<file path="src/rtl/muldiv_pkg.sv">
`default_nettype none
// ============================================================================
//  Module      : muldiv_pkg
//  Description : Shared constants for the HI/LO multiply/divide sequencer:
//                EX op encodings, FSM state encoding and latency-counter
//                width helper.
//  Revision    : 1.0  initial release
// ============================================================================
package muldiv_pkg;

    // EX-stage op encodings (7 is reserved and treated as no-op)
    localparam logic [2:0] OP_NONE  = 3'd0;
    localparam logic [2:0] OP_MULT  = 3'd1;
    localparam logic [2:0] OP_MULTU = 3'd2;
    localparam logic [2:0] OP_DIV   = 3'd3;
    localparam logic [2:0] OP_DIVU  = 3'd4;
    localparam logic [2:0] OP_MTHI  = 3'd5;
    localparam logic [2:0] OP_MTLO  = 3'd6;

    // Sequencer states
    localparam logic [1:0] ST_IDLE  = 2'd0;
    localparam logic [1:0] ST_RUN   = 2'd1;
    localparam logic [1:0] ST_WRITE = 2'd2;

    localparam int DEF_MUL_CYCLES = 4;
    localparam int DEF_DIV_CYCLES = 32;

    // Counter width able to hold (max latency - 1); never narrower than 1 bit
    function automatic int lat_width(input int a, input int b);
        int m;
        m = (a > b) ? a : b;
        return (m <= 1) ? 1 : $clog2(m);
    endfunction

    localparam int LAT_W = lat_width(DEF_MUL_CYCLES, DEF_DIV_CYCLES);

    // Ops that occupy the arithmetic unit
    function automatic logic op_is_arith(input logic [2:0] op);
        return (op >= OP_MULT) && (op <= OP_DIVU);
    endfunction

    // Ops that the sequencer accepts at all
    function automatic logic op_is_valid(input logic [2:0] op);
        return (op >= OP_MULT) && (op <= OP_MTLO);
    endfunction

endpackage
`default_nettype wire

</file>
<file path="src/rtl/muldiv_lat_counter.sv">
`default_nettype none
// ============================================================================
//  Module      : muldiv_lat_counter
//  Description : Loadable down-counter with zero flag, used to time the
//                fixed latency of the multiply/divide unit.
//  Revision    : 1.0  initial release
// ============================================================================
module muldiv_lat_counter #(
    parameter int WIDTH = 5
) (
    input  logic             clk,
    input  logic             reset,
    input  logic             clr_i,
    input  logic             load_i,
    input  logic [WIDTH-1:0] load_val_i,
    input  logic             dec_i,
    output logic             zero_o
);

    logic [WIDTH-1:0] cnt_q;

    // Clear has priority over load, load over decrement; saturates at zero
    always_ff @(posedge clk) begin
        if (reset || clr_i) begin
            cnt_q <= '0;
        end else if (load_i) begin
            cnt_q <= load_val_i;
        end else if (dec_i && (cnt_q != '0)) begin
            cnt_q <= cnt_q - WIDTH'(1);
        end
    end

    assign zero_o = (cnt_q == '0);

endmodule
`default_nettype wire

</file>
<file path="src/rtl/muldiv_ctrl.sv">
`default_nettype none
// ============================================================================
//  Module      : muldiv_ctrl
//  Description : Sequencer for the multi-cycle multiply/divide unit and the
//                64-bit HI/LO register. Accepts ops from EX, times the unit
//                latency, issues a one-cycle HI/LO write and stalls the
//                pipeline against hazards on the in-flight result.
//  Revision    : 1.0  initial release
// ============================================================================
module muldiv_ctrl #(
    parameter int MUL_CYCLES = 4,
    parameter int DIV_CYCLES = 32
) (
    input  logic        clk,
    input  logic        reset,
    input  logic        ex_valid_i,
    input  logic [2:0]  ex_op_i,
    input  logic [31:0] ex_rs_i,
    input  logic [31:0] ex_rt_i,
    input  logic        mf_req_i,
    input  logic        flush_i,
    input  logic [63:0] hilo_cur_i,
    input  logic [63:0] unit_result_i,
    output logic        unit_start_o,
    output logic        unit_div_o,
    output logic        unit_signed_o,
    output logic [31:0] unit_a_o,
    output logic [31:0] unit_b_o,
    output logic        unit_abort_o,
    output logic        busy_o,
    output logic        stall_o,
    output logic        hilo_we_o,
    output logic [63:0] hilo_wdata_o,
    output logic        div_zero_o
);
    import muldiv_pkg::*;

    localparam int               CNT_W    = lat_width(MUL_CYCLES, DIV_CYCLES);
    localparam logic [CNT_W-1:0] MUL_LOAD = CNT_W'(MUL_CYCLES - 1);
    localparam logic [CNT_W-1:0] DIV_LOAD = CNT_W'(DIV_CYCLES - 1);

    logic [1:0]       state_q, state_d;
    logic [2:0]       op_q;
    logic [31:0]      a_q, b_q;
    logic             div_q, signed_q, start_q, abort_q;

    logic             ex_op_req, accept, is_div_op;
    logic             cnt_clr, cnt_load, cnt_dec, cnt_zero;
    logic [CNT_W-1:0] cnt_load_val;

    assign ex_op_req = ex_valid_i && op_is_valid(ex_op_i);
    // A flush on the accept edge drops the op entirely
    assign accept    = ex_op_req && (state_q == ST_IDLE) && !flush_i;
    assign is_div_op = (ex_op_i == OP_DIV) || (ex_op_i == OP_DIVU);

    assign cnt_load     = accept && op_is_arith(ex_op_i);
    assign cnt_load_val = is_div_op ? DIV_LOAD : MUL_LOAD;
    assign cnt_dec      = (state_q == ST_RUN);
    assign cnt_clr      = (state_q == ST_RUN) && flush_i;

    muldiv_lat_counter #(
        .WIDTH(CNT_W)
    ) u_lat_counter (
        .clk        (clk),
        .reset      (reset),
        .clr_i      (cnt_clr),
        .load_i     (cnt_load),
        .load_val_i (cnt_load_val),
        .dec_i      (cnt_dec),
        .zero_o     (cnt_zero)
    );

    // Next-state logic: flush cancels RUN but never an already-committed WRITE
    always_comb begin
        state_d = state_q;
        case (state_q)
            ST_IDLE: begin
                if (accept) begin
                    state_d = op_is_arith(ex_op_i) ? ST_RUN : ST_WRITE;
                end
            end
            ST_RUN: begin
                if (flush_i) begin
                    state_d = ST_IDLE;
                end else if (cnt_zero) begin
                    state_d = ST_WRITE;
                end
            end
            ST_WRITE: state_d = ST_IDLE;
            default:  state_d = ST_IDLE;
        endcase
    end

    // State, operand latches, one-cycle start/abort pulses
    always_ff @(posedge clk) begin
        if (reset) begin
            state_q  <= ST_IDLE;
            op_q     <= OP_NONE;
            a_q      <= '0;
            b_q      <= '0;
            div_q    <= 1'b0;
            signed_q <= 1'b0;
            start_q  <= 1'b0;
            abort_q  <= 1'b0;
        end else begin
            state_q <= state_d;
            start_q <= accept && op_is_arith(ex_op_i);
            abort_q <= (state_q == ST_RUN) && flush_i;
            if (accept) begin
                op_q     <= ex_op_i;
                a_q      <= ex_rs_i;
                b_q      <= ex_rt_i;
                div_q    <= is_div_op;
                signed_q <= (ex_op_i == OP_MULT) || (ex_op_i == OP_DIV);
            end else if (state_d == ST_IDLE) begin
                // unit mode flags are only meaningful while an op is in flight
                div_q    <= 1'b0;
                signed_q <= 1'b0;
            end
        end
    end

    // HI/LO write data: packed {LO, HI}; zero outside the write cycle
    always_comb begin
        hilo_wdata_o = '0;
        if (state_q == ST_WRITE) begin
            case (op_q)
                OP_MTHI: hilo_wdata_o = {hilo_cur_i[63:32], a_q};
                OP_MTLO: hilo_wdata_o = {a_q, hilo_cur_i[31:0]};
                default: hilo_wdata_o = unit_result_i;
            endcase
        end
    end

    assign unit_start_o  = start_q;
    assign unit_div_o    = div_q;
    assign unit_signed_o = signed_q;
    assign unit_a_o      = a_q;
    assign unit_b_o      = b_q;
    assign unit_abort_o  = abort_q;
    assign busy_o        = (state_q != ST_IDLE);
    // WRITE is busy so a following MFHI/MFLO sees the updated register
    assign stall_o       = busy_o && (ex_op_req || mf_req_i);
    assign hilo_we_o     = (state_q == ST_WRITE);
    assign div_zero_o    = hilo_we_o && div_q && (b_q == 32'd0);

endmodule
`default_nettype wire

</file>
<file path="config.mk">
export PLATFORM = sky130hd
export DESIGN_NAME = muldiv_ctrl
export DESIGN_NICKNAME = d
export VERILOG_FILES = /design/src/rtl/muldiv_pkg.sv /design/src/rtl/muldiv_lat_counter.sv /design/src/rtl/muldiv_ctrl.sv
export SDC_FILE = /design/constraint.sdc
export NUM_CORES = 1
export LEC_CHECK = 0
export CORE_ASPECT_RATIO = 0.7
export CORE_MARGIN = 8
export CORE_UTILIZATION = 34
export DETAILED_ROUTE_END_ITERATION = 12
export PLACE_DENSITY = 0.79
export SLEW_MARGIN = 20
export SYNTH_ARGS = -nofsm -noshare
export SYNTH_HDL_FRONTEND = slang
export SYNTH_SLANG_ARGS = --single-unit
</file>
<file path="constraint.sdc">
create_clock -name clk -period 1.83 [get_ports clk]
set_input_delay 0.366 -clock clk [delete_from_list [all_inputs] [get_ports clk]]
set_output_delay 0.366 -clock clk [all_outputs]
set_load 0.005 [all_outputs]
</file>
Word-level counts from Yosys, hierarchy flattened
Index checks and enable logic that the tools add are counted.
- equality and inequality tests: 7
- mux-type cells: 13
- bitwise gates (word level): 0
- add/sub/neg operators: 1
- order comparisons: 3
- shifts and indexed selects: 0
- reductions and logical operators: 24
- divide/modulo/power cells: 0
- multipliers: 0
- operators by type and width (operator ; number):
    one-hot mux 64 bit (2 select lines) ; 1
    2-to-1 mux 64 bit ; 1
    logical NOT 32 bit ; 1
    2-to-1 mux 5 bit ; 3
    logical AND 1 bit ; 11
    equality test 3 bit, second input constant ; 3
    2-to-1 mux 2 bit ; 4
    <= comparator 3 bit, second input constant ; 2
    nonzero test 2 bit ; 3
    logical NOT 5 bit ; 1
    nonzero test 5 bit ; 1
    subtractor 5 x 1 -> 5 bit, second input constant ; 1
    logical NOT 2 bit ; 2
    logical OR 1 bit ; 4
    one-hot mux 2 bit (2 select lines) ; 1
    equality test 3 x 1 -> 1 bit, second input constant ; 1
    equality test 3 x 2 -> 1 bit, second input constant ; 1
    >= comparator 3 x 1 -> 1 bit, second input constant ; 1
    2-to-1 mux 1 bit ; 3
    equality test 2 x 1 -> 1 bit, second input constant ; 1
    equality test 2 bit, second input constant ; 1
    logical NOT 1 bit ; 1
- RAM bits: 0
- bits in latches: 0
- memories kept: 0
- logic and storage cells: 57
- flip-flop bits (word level): 78
- memory bits (read-only): 0
- input port bits: 200
- output and inout port bits: 136

Longest topological paths before layout
Gate-level depths: netlist of run 1.
- depth after elaboration: 10
- gate-level depth with buffers: 8
- gate-level depth less buffers: 6

Hierarchy
Synthesis of run 1 repeated with hierarchy kept, for this count alone.
- cell total of the unflattened synthesis: 610
- area total of the unflattened synthesis: 4605.7 um^2
- by module, submodules not included (module ; area an instance (um^2) ; cells an instance ; times used):
    muldiv_ctrl ; 4295.4 ; 572 ; 1
    muldiv_lat_counter ; 310.3 ; 38 ; 1

Least setup slack after synthesis of run 1
No wires, ideal clock.
- kind: register to output
- start point: register op_q[1]
- end point: output port hilo_wdata_o[10]
- path buffers: 1
- data arrival time: 1.384 ns
- setup slack: 0.080 ns
- stages on the path, launching flop included: 6
- cell sequence: dfxtp_1 and3b_1 nor2_1 clkbuf_1 nand2_1 a21oi_1
- cells in the longest elaborated chain, start to end: 3
- elaborated cells on any way between the ends: 4
- those cells by class: eq/ne: 2; mux: 2
- ends and longest elaborated chain (element ; RTL line ; RTL):
    start: declaration ; muldiv_ctrl.sv:43 ; logic [2:0] op_q;
    start signal: assignment ; muldiv_ctrl.sv:110 ; op_q <= ex_op_i;
    equality test 3 bit ; muldiv_ctrl.sv:127 ; case (op_q)
    one-hot mux 64 bit (2 select lines) * ; muldiv_ctrl.sv:127 ;
    2-to-1 mux 64 bit * ; muldiv_ctrl.sv:126 ; if (state_q == ST_WRITE) begin
    end: declaration ; muldiv_ctrl.sv:33 ; output logic [63:0] hilo_wdata_o,
Mark *: on every way between the ends. The rest lies on a longest branch, timed or not.

Final worst setup path of run 1
- start point: register op_q[1]
- end point: output port hilo_wdata_o[29]
Same word-level chain as after synthesis.

==> results of run 1 <==
[Yosys cell counts (2+ instances only)]
master / count / area (µm²)
nor4b_1: 2 / 17.52
and3b_1: 2 / 17.52
nand2_2: 30 / 187.7
buf_6: 2 / 22.52
inv_1: 7 / 26.28
buf_1: 6 / 22.52
buf_2: 8 / 40.04
o22ai_1: 3 / 18.77
a21oi_2: 31 / 271.5
dfxtp_1: 78 / 1562
ha_1: 2 / 25.02
nand2b_1: 3 / 18.77
nor3_1: 3 / 15.01
a221oi_1: 2 / 17.52
buf_8: 3 / 45.04
nor4_1: 6 / 37.54
a21oi_1: 105 / 525.5
nor2_1: 12 / 45.04
a22oi_1: 65 / 488.0
or3_1: 2 / 12.51
clkbuf_1: 32 / 120.1
nand2_1: 172 / 645.6
nand3_1: 8 / 40.04
and3_1: 2 / 12.51
[repair_timing]
item                       CTS  global route
hold endpoints to repair     0             0
gates cloned                 7            11
resized for setup          270           179
setup endpoints to repair   68            71
setup buffers                8             0
pin swaps                    7            90
[metal layers]
layer / part of all wire [%] / vias up / track usage [%]
met5: 0 / - / 0
met4: 1.9 / 0 / 6.437
met3: 11 / 41 / 9.151
met2: 49 / 313 / 44.68
met1: 38 / 2912 / 30.17
li1: - / 2856 / -
[cell families after synthesis]
logic type      count (synthesis)
xor+xnor                        2
fa+ha+maj                       2
flops                          78
compound gates                210
buf+inv                        59
mux                             1
simple gates                  252
[flip-flops by register name, summed over array words and instances, names as in the netlist]
register / flops
unit_b_o: 32
unit_a_o: 32
unit_div_o: 1
unit_abort_o: 1
unit_signed_o: 1
op_q: 3
unit_start_o: 1
state_q: 2
u_lat_counter.cnt_q: 5
[report_power, final]
group	switching [mW]	leakage (nW)	total, mW	internal [mW]
Sequential	0.0861	0.637	1.87	1.78
Combinational	0.510	2.77	1.28	0.766
Clock	0.734	0.155	1.97	1.24
Total	1.33	3.56	5.12	3.79
[final cells by class]
cell class	instances	area (µm²)	share of cell area, %
antenna	1	2.502	0.02672
clock buffer	10	239.0	2.552
timing repair buffer	413	4015	42.88
sequential	78	1567	16.73
clock inverter	6	92.59	0.9888
tap	162	202.7	2.165
inverter	7	26.28	0.2806
multi-input combinational	467	3219	34.38
[critical path: stages, from the launching register on]
cell,delay (ps)
dfxtp_2,330
and3b_2,230
nor2_4,180
buf_6,170
clkbuf_16,170
nand2_4,50
a21oi_2,150
buf_2,150
[path summary, 6_finish.rpt]
kind                           from                endpoint  slack [ps]  depth (start not counted)
min                           reset            unit_a_o[23]         420                          2
max                         op_q[1]        hilo_wdata_o[29]        -300                          7
min reg2reg                 op_q[1]                 op_q[1]         460                          2
max reg2reg  u_lat_counter.cnt_q[0]  u_lat_counter.cnt_q[1]         110                          6
==> results by group, run 1 <==
Route
  – DR WL/cell: around 22 µm
  – ANT nets after route: 0
  – DRC viols: 0
  – WL final: roughly 25000 µm
  – Vias: 6122
  – DR vias/cell: about 5.4
  – Router iterations before antenna repair: 4
  – Initial DRC Count: 391

Logic synthesis
  – Ys flop type: dfxtp_1
  – Post-Synth XOR/XNOR Area: less than 1%
  – Mapped cell area: 0.004407 mm²
  – FFs w/ async S/R, synth: 0%
  – Post-synthesis compound-gate area fraction: between 30% and 40%
  – Number of flops mapped to enable cells by yosys: 0
  – FF+latch count, synth: 78
  – Multiplexer share of the synthesized area: less than 1%
  – Synth Net Count: between 800 and 900
  – Synth unique cells: 42
  – Syn Inst Count: ~600
  – Largest family of logic cells by synthesized area: compound AO/OA/AOI/OAI gates
  – Post-Syn Area per Cell: 7.296 µm²
  – Post-Synth Adder-Cell Area: 0.5679%
  – Seq/Total Area, Yosys: 35.43%
  – Synth Area in Simple Gates: a little over a quarter
  – Synth warn: 0

Placed design
  – Place WS: -399.4 ps
  – Placed insts: roughly 1100
  – Post-DP HPWL: between 15000 and 20000 µm
  – Cell Area, Placed: about 0.0082 mm²
  – RD Place Congestion: between 0.8 and 0.9
  – I/O Buffers: 335

Power and ir drop
  – Leakage: 3.560 nW
  – Cell Pwr Density: about 550 mW/mm²
  – Total Power: 5.116 mW
  – Max VDD drop: 434.6 µV

Timing
  – Setup TNS: -15730 ps
  – Fin crit share: 116.5%
  – Slew Viols, Final: 0
  – Setup violations, final: 65
  – Slew HR: roughly 63%
  – Worst-Margin Slew: 552.8 ps
  – Post-layout min period: ~2100 ps
  – Final Skew: 5.792 ps
  – FMAX: between 0.4 and 0.5 GHz
  – RSZ-0062 raised after global routing: true
  – Final Hold Fails: 0
  – Final worst slack: -301.8 ps
  – Hold slack: between 400 and 500 ps

Layout
  – # nets final: approximately 1200
  – Cell area after layout: between 0.009 and 0.01 mm²
  – Most frequent cells in the layout: clkdlybuf4s50_1 (263), nand2_1 (126), dfxtp_1 (74)
  – Core Util, Final: between 70% and 80%
  – Most common cell after layout, fill and taps aside: clkdlybuf4s50_1
  – Fillers: 971
  – Share of layout cells above drive strength 1: 38.33%
  – Post-Layout Cell Count: 1144
  – Area grow syn2layout: 112.5%

Setup path
  – Crit path max fanout: 7
  – Crit Path Category: register to output port
  – Worst Path Arrival: around 1800 ps
  – Setup crit end kind: output port
  – Startpoint type of the worst setup path: register
  – CP required: between 1000 and 1500 ps

Floorplanning
  – Placeable Area: around 0.013 mm²
  – Boundary Pins: 336
  – Initial Util: a little over a third
  – Row count: 34
  – Chip height: ~110 µm
  – Die area: around 0.017 mm²
  – Die W: 152.1 µm

CTS
  – Clock slew at reported path FFs: around 60 ps
  – CTS tree: yes
  – Root buffer selected by CTS: clkbuf_16
  – Max clock buf depth: 2
  – Clock latency at the later pin of the worst-skew pair: around 340 ps
  – Clock sink total: between 70 and 80
  – Cts hold-fix bufs: 0
  – Cts bufs inserted: 9
  – H-tree depth: 3

GRT
  – Pin count of the biggest net entering global routing: 56
  – Gr usage total: 25.93%
  – Total congestion overflow: 0
  – Vias in the first global route: between 5000 and 6000
  – Global-route wire length before repair: 34920 µm
  – Initial antenna violation count: 1

Run status
  – Failing checks: negative setup slack
  – Status: finished, violations left

Min path
  – Hold Path Class: input pin to register

Flow run
  – Max_cap viols: 0
Note: power is estimated with default switching activity, not from simulation.
==> run 2, diff against run 1 <==
--- a/config.mk
+++ b/config.mk
@@ -5,12 +5,12 @@
 export SDC_FILE = /design/constraint.sdc
 export NUM_CORES = 1
 export LEC_CHECK = 0
+export ABC_CLOCK_PERIOD_IN_PS = 1830
 export CORE_ASPECT_RATIO = 0.7
 export CORE_MARGIN = 8
 export CORE_UTILIZATION = 34
 export DETAILED_ROUTE_END_ITERATION = 12
 export PLACE_DENSITY = 0.79
-export SLEW_MARGIN = 20
 export SYNTH_ARGS = -nofsm -noshare
 export SYNTH_HDL_FRONTEND = slang
 export SYNTH_SLANG_ARGS = --single-unit
==> results of run 2 <==
No change in the layout: final DEF, timing and power equal those of run 1.
==> patch 1, RTL diff (flow settings as in run 1) <==
Set the parameter `DIV_CYCLES` to 48 (it was 32).
--- a/src/rtl/muldiv_ctrl.sv
+++ b/src/rtl/muldiv_ctrl.sv
@@ -10,5 +10,5 @@
 module muldiv_ctrl #(
     parameter int MUL_CYCLES = 4,
-    parameter int DIV_CYCLES = 32
+    parameter int DIV_CYCLES = 48
 ) (
     input  logic        clk,
Check against the original RTL: no difference found for any inputs over 4 cycles, from zero or initial values and one cycle with reset high; that may be too few to reach the edited logic, so the function may still have changed.
==> patch 1 against run 1 <==
The run still ends with negative setup slack left; routed wire length is 2.5% lower; clock power fell by 7%; count of clock-buffer cells in the layout did not move; final area down 5.4%; sequential cell count rose by 1; cell count decreased by 1.3%; via count grew 0.44%; non-clock buffer count down 5; fmax down 4.3%; clock skew down 0.00092 ns; power down 3.7%; setup slack got worse by 0.096 ns; area after synthesis fell by 6.0%.
==> patch 1: results (changes against run 1) <==
* Layout Skew at 0.00488 ns (was 0.00579 ns)
* Core Util, Final at 75.0% (was 74.6%)
* CP arrival at 1.86 ns (was 1.77 ns)
* Register area share after synthesis at 38.2% (was 35.4%)
* Fill count at 869 (was 971)
* Area contributors post-synth: dfxtp_1 38%, nand2_1 18%, a21oi_1 17% (was dfxtp_1 35%, nand2_1 15%, a21oi_1 12%)
* Drt pass-1 iters at 5 (was 4)
* Critical path peak fanout at 6 (was 7)
* Port bufs at 335 (unchanged)
* Synthesized Nets at 799 (was 806)
* Number of global-route vias before repair at 6,238 (was 5,943)
* Max-Slew Margin vs Limit at 64.5% (was 62.6%)
* Critical Path Source: op_q[0] (was op_q[1])
* Later-pin clock latency in the skew report at 0.34 ns (about the same)
* Ys async rst share at 0% (unchanged)
* Top FF cell, synth: dfxtp_1 (unchanged)
* Final wirelength at 24.7 mm (was 25.3 mm)
* Setup TNS Final at -17.99 ns (was -15.73 ns)
* Final Wtd Congestion at 0.953 (was 0.835)
* Syn avg cell area at 6.92 µm² (was 7.30 µm²)
* Final worst-path setup slack at -0.398 ns (was -0.302 ns)
* Initial antenna violation count at 1 (unchanged)
* Hold_sp: reset (unchanged)
* Cell total after placement at 1,089 (was 1,103)
* Total Routing Usage GR at 28.2% (was 25.9%)
* Min-Delay Path Class: in2reg (unchanged)
* CTS clk-pin slew, worst paths at 0.06 ns (about the same)
* Dpl hpwl at 16.7 mm (was 16.4 mm)
* Commonest cells post-synth: 204 x nand2_1, 137 x a21oi_1, 79 x dfxtp_1 (was 172 x nand2_1, 105 x a21oi_1, 78 x dfxtp_1)
* Dpl ws at -0.425 ns (was -0.399 ns)
* Reg-to-Reg Start: state_q[0] (was u_lat_counter.cnt_q[0])
* Leak pwr at 3.47 nW (was 3.56 nW)
* Vias per inst at 5.45 (was 5.35)
* Largest net degree at the start of global routing at 74 (was 56)
* H-Tree Depth at 3 (unchanged)
* YS warnings at 0 (unchanged)
* Post-layout net count at 1,167 (was 1,178)
* Share of cells above drive strength 1 at 26.6% (was 38.3%)
* VDD IR max at 0.467 mV (was 0.435 mV)
* Max Buffers Root-to-Sink at 2 (unchanged)
* Cts bufs inserted at 9 (unchanged)
* Final setup vio count at 64 (was 65)
* Status: complete, but fails checks (unchanged)
* Iteration-0 DRC Markers at 462 (was 391)
* Yosys cell types at 35 (was 42)
* Post-DP Area at 7940 µm² (was 8200 µm²)
* Failing checks: negative setup slack (unchanged)
* Clk Tree Root Cell: clkbuf_16 (unchanged)
* First-pass GRT wire length at 35.5 mm (was 34.9 mm)
* WL per Instance at 21.8 µm (was 22.1 µm)
==> patch 1: worst paths after layout <==
check                                 to  slack, ns  cells past startpoint
setup / recovery        hilo_wdata_o[15]      -0.40                      7
hold reg to reg             unit_b_o[13]       0.46                      2
hold / removal    u_lat_counter.cnt_q[0]       0.42                      3
setup reg to reg  u_lat_counter.cnt_q[3]       0.08                      4
==> patch 1: cell type report <==
type,count,area share (%)
well taps,157,2.22
inverters,5,0.212
diodes,1,0.0283
multi-input cells,463,31.3
repair buffers,408,44.9
clock inverters,6,0.777
clock buffers,10,2.70
flip-flops and latches,79,17.9
==> patch 1: cells by family after synthesis <==
family,Yosys count,share of synthesized area [%]
AOI/OAI and AO/OA,211,29.9
xor gates and xnor gates,1,0.212
adders and majority gates,1,0.302
buffers and inverters,56,5.80
DFF,79,38.2
muxes,3,0.756
and+or+nand+nor,247,24.8
==> patch 1: worst max-delay path: stages, from the launching register on <==
cell,delay (ns)
dfxtp_2,0.33
and3b_2,0.32
buf_6,0.18
buf_16,0.15
buf_12,0.11
a22oi_2,0.06
a21oi_1,0.20
buf_2,0.17
==> patch 1: layer usage <==
layer | vias to the layer above | wire length (µm) | track usage, %
li1 | 2836 | - | -
met1 | 2900 | 9190 | 31.4
met2 | 351 | 12100 | 48.5
met3 | 62 | 2680 | 10.8
met4 | 0 | 728 | 10.7
met5 | - | 0 | 0
==> patch 1: report_power, final <==
group	total, mW	internal (mW)	switching (mW)
Sequential	1.90	1.80	0.0923
Clock	1.83	1.10	0.735
Combinational	1.20	0.734	0.465
==> patch 1: timing repair <==
| action | in CTS | in global routing |
|---|---|---|
| hold buffers | 0 | 0 |
| gates cloned | 10 | 3 |
| pin swaps | 27 | 28 |
| buffers inserted | 11 | 3 |
| setup endpoints to repair | 69 | 66 |
| gates resized for setup | 336 | 67 |
==> patch 2, RTL diff (flow settings as in run 1) <==
Made on the original files. Reset style: asynchronous (`reset`), changed in one clocked block.
--- a/src/rtl/muldiv_ctrl.sv
+++ b/src/rtl/muldiv_ctrl.sv
@@ -93,5 +93,5 @@
 
     // State, operand latches, one-cycle start/abort pulses
-    always_ff @(posedge clk) begin
+    always_ff @(posedge clk or posedge reset) begin
         if (reset) begin
             state_q  <= ST_IDLE;
Function: differs if reset is asserted again (counterexample within 4 cycles, from zero or initial values and one cycle with reset high); with reset held inactive, the same outputs for 4 cycles.
==> patch 2 against run 1 <==
The run still ends with negative setup slack left; final area rose by 4.3%; first-iteration DRC count up 6.4%; fmax down 6.3%; non-clock buffer count increased by 35; setup slack worse by 0.14 ns; area after synthesis is 4.0% higher; routed wire length grew 0.98%; register-to-register slack lost 0.02 ns; die area rose by 3.5%; sequential cell count unchanged; largest cell class unchanged.
Power is not compared: it rests on default switching activity, and its combinational part moved more than twofold at a synthesized area within 25%.
==> patch 2: results (changes against run 1) <==
* Port bufs at 335 (unchanged)
* Final wirelength at 25.5 mm (was 25.3 mm)
* Clk Tree Root Cell: clkbuf_16 (unchanged)
* Later-pin clock latency in the skew report at 0.33 ns
* Critical path peak fanout at 8 (was 7)
* Max Buffers Root-to-Sink at 2 (unchanged)
* Sw frac at 32.9%
* Ys async rst share at 93.6% (was 0%)
* Layout Skew at 0.00707 ns (was 0.00579 ns)
* Dpl ws at -0.384 ns (was -0.399 ns)
* Core Util, Final at 74.1% (was 74.6%)
* Top FF cell, synth: dfrtp_1 (was dfxtp_1)
* YS warnings at 0 (unchanged)
* Vias per inst at 5.45 (was 5.35)
* Register area share after synthesis at 42.1% (was 35.4%)
* Cell total after placement at 1,008 (was 1,103)
* VDD IR max at 0.897 mV
* Drt pass-1 iters at 6 (was 4)
* Reg2reg path depth at 5 (was 6)
* Min-Delay Path Class: in2async (was in2reg)
* Slowest stage cell, crit path: dfrtp_1 (was dfxtp_2)
* Leak pwr at 4.24 nW
* CTS clk-pin slew, worst paths at 0.06 ns (about the same)
* Commonest cells post-synth: 73 x dfrtp_1, 68 x nand3_1, 64 x a21oi_1, 64 x a22oi_1, 37 x mux2_2 (was 172 x nand2_1, 105 x a21oi_1, 78 x dfxtp_1)
* H-Tree Depth at 3 (unchanged)
* Synthesized Nets at 654 (was 806)
* Area contributors post-synth: dfrtp_1 40%, a22oi_1 10%, mux2_4 9.8% (was dfxtp_1 35%, nand2_1 15%, a21oi_1 12%)
* Total Routing Usage GR at 27.6% (was 25.9%)
* Fill count at 909 (was 971)
* Non-filler cells, final at 1,057 (was 1,144)
* First-pass GRT wire length at 37.4 mm (was 34.9 mm)
* Setup TNS Final at -22.46 ns (was -15.73 ns)
* Final Wtd Congestion at 0.883 (was 0.835)
* Worst-margin pin slew at 0.651 ns (was 0.553 ns)
* Dpl hpwl at 18.9 mm (was 16.4 mm)
* Yosys cell types at 35 (was 42)
* Initial antenna violation count at 2 (was 1)
* ANT cells at 0 (was 1)
* Syn Inst Count at 452 (was 604)
* Final setup vio count at 65 (unchanged)
* Failing checks: negative setup slack (unchanged)
* Largest net degree at the start of global routing at 60 (was 56)
* Number of global-route vias before repair at 6,051 (was 5,943)
* Status: complete, but fails checks (unchanged)
* Cts bufs inserted at 9 (unchanged)
* CP top delay family: buffers and inverters (unchanged)
* Final worst-path setup slack at -0.445 ns (was -0.302 ns)
* Post-DP Area at 8810 µm² (was 8200 µm²)
* CP max stage delay at 0.40 ns (was 0.33 ns)
* Share of cells above drive strength 1 at 41.1% (was 38.3%)
* Iteration-0 DRC Markers at 416 (was 391)
[patch 2: changes by cell type after synthesis, moves of 30 or more]
| cell | before | now |
|---|---|---|
| nand2_2 | 30 | 0 |
| nand3_1 | 8 | 68 |
| a21oi_2 | 31 | 0 |
| mux2_2 | 1 | 37 |
| mux2_4 | 0 | 30 |
| nand2_1 | 172 | 3 |
| a21oi_1 | 105 | 64 |
| dfrtp_1 | 0 | 73 |
| dfxtp_1 | 78 | 5 |
[patch 2: logic make-up after synthesis]
family	Yosys count	synth area share [%]
AOI/OAI and AO/OA	145	20.0
xor gates and xnor gates	1	0.191
adders and majority gates	2	0.546
buffers and inverters	51	4.94
DFF	78	42.1
muxes	67	18.9
and+or+nand+nor	108	13.4
[patch 2: final cells by class]
cell class / instances / share of cell area (%)
Sequential cell: 78 / 19.7
Tap cell: 185 / 2.37
Inverter: 7 / 0.307
Clock buffer: 10 / 2.34
Timing Repair Buffer: 448 / 44.6
Multi-Input combinational cell: 323 / 29.7
Clock inverter: 6 / 0.948
[patch 2: stage by stage]
stage	hold slack (ns)	power [mW]
finish	0.339	9.48
global route	0.348	9.92
CTS	0.328	9.34
detailed placement	0.500	6.71
floorplan	0.467	4.04
global placement	0.487	6.60
[patch 2: layer usage]
metal	vias to the layer above	GRT usage, %	wire length, µm
met5	-	0	23
met4	4	9.89	1000
met3	67	8.34	2100
met2	298	48.1	12700
met1	2824	31.5	9750
li1	2565	-	-
[patch 2: worst paths after layout]
path                               start  slack (ns)          endpoint
max in group asynchronous          reset        0.94       unit_a_o[6]
min in group clk           unit_signed_o        0.52     unit_signed_o
hold reg to reg            unit_signed_o        0.52     unit_signed_o
setup reg to reg              state_q[1]        0.09      unit_b_o[29]
setup / recovery                 op_q[1]       -0.44  hilo_wdata_o[38]
hold / removal                     reset        0.34        state_q[1]
[patch 2: timing repair]
item | in CTS | in global routing
pin swaps | 52 | 50
resized for setup | 352 | 31
buffers inserted | 22 | 5
endpoints found under the setup margin | 75 | 68
hold endpoints to repair | 0 | 0
cloned | 6 | 1
hold buffers | 0 | 0
[patch 2: power groups by stage]
stage	Sequential, mW	Combinational (mW)	Clock (mW)
after floorplan	2.57	1.47	0
after global placement	2.63	3.97	0
after detailed placement	2.66	4.05	0
after CTS	2.70	4.69	1.95
after global routing	2.79	5.10	2.04
final	2.74	4.82	1.91
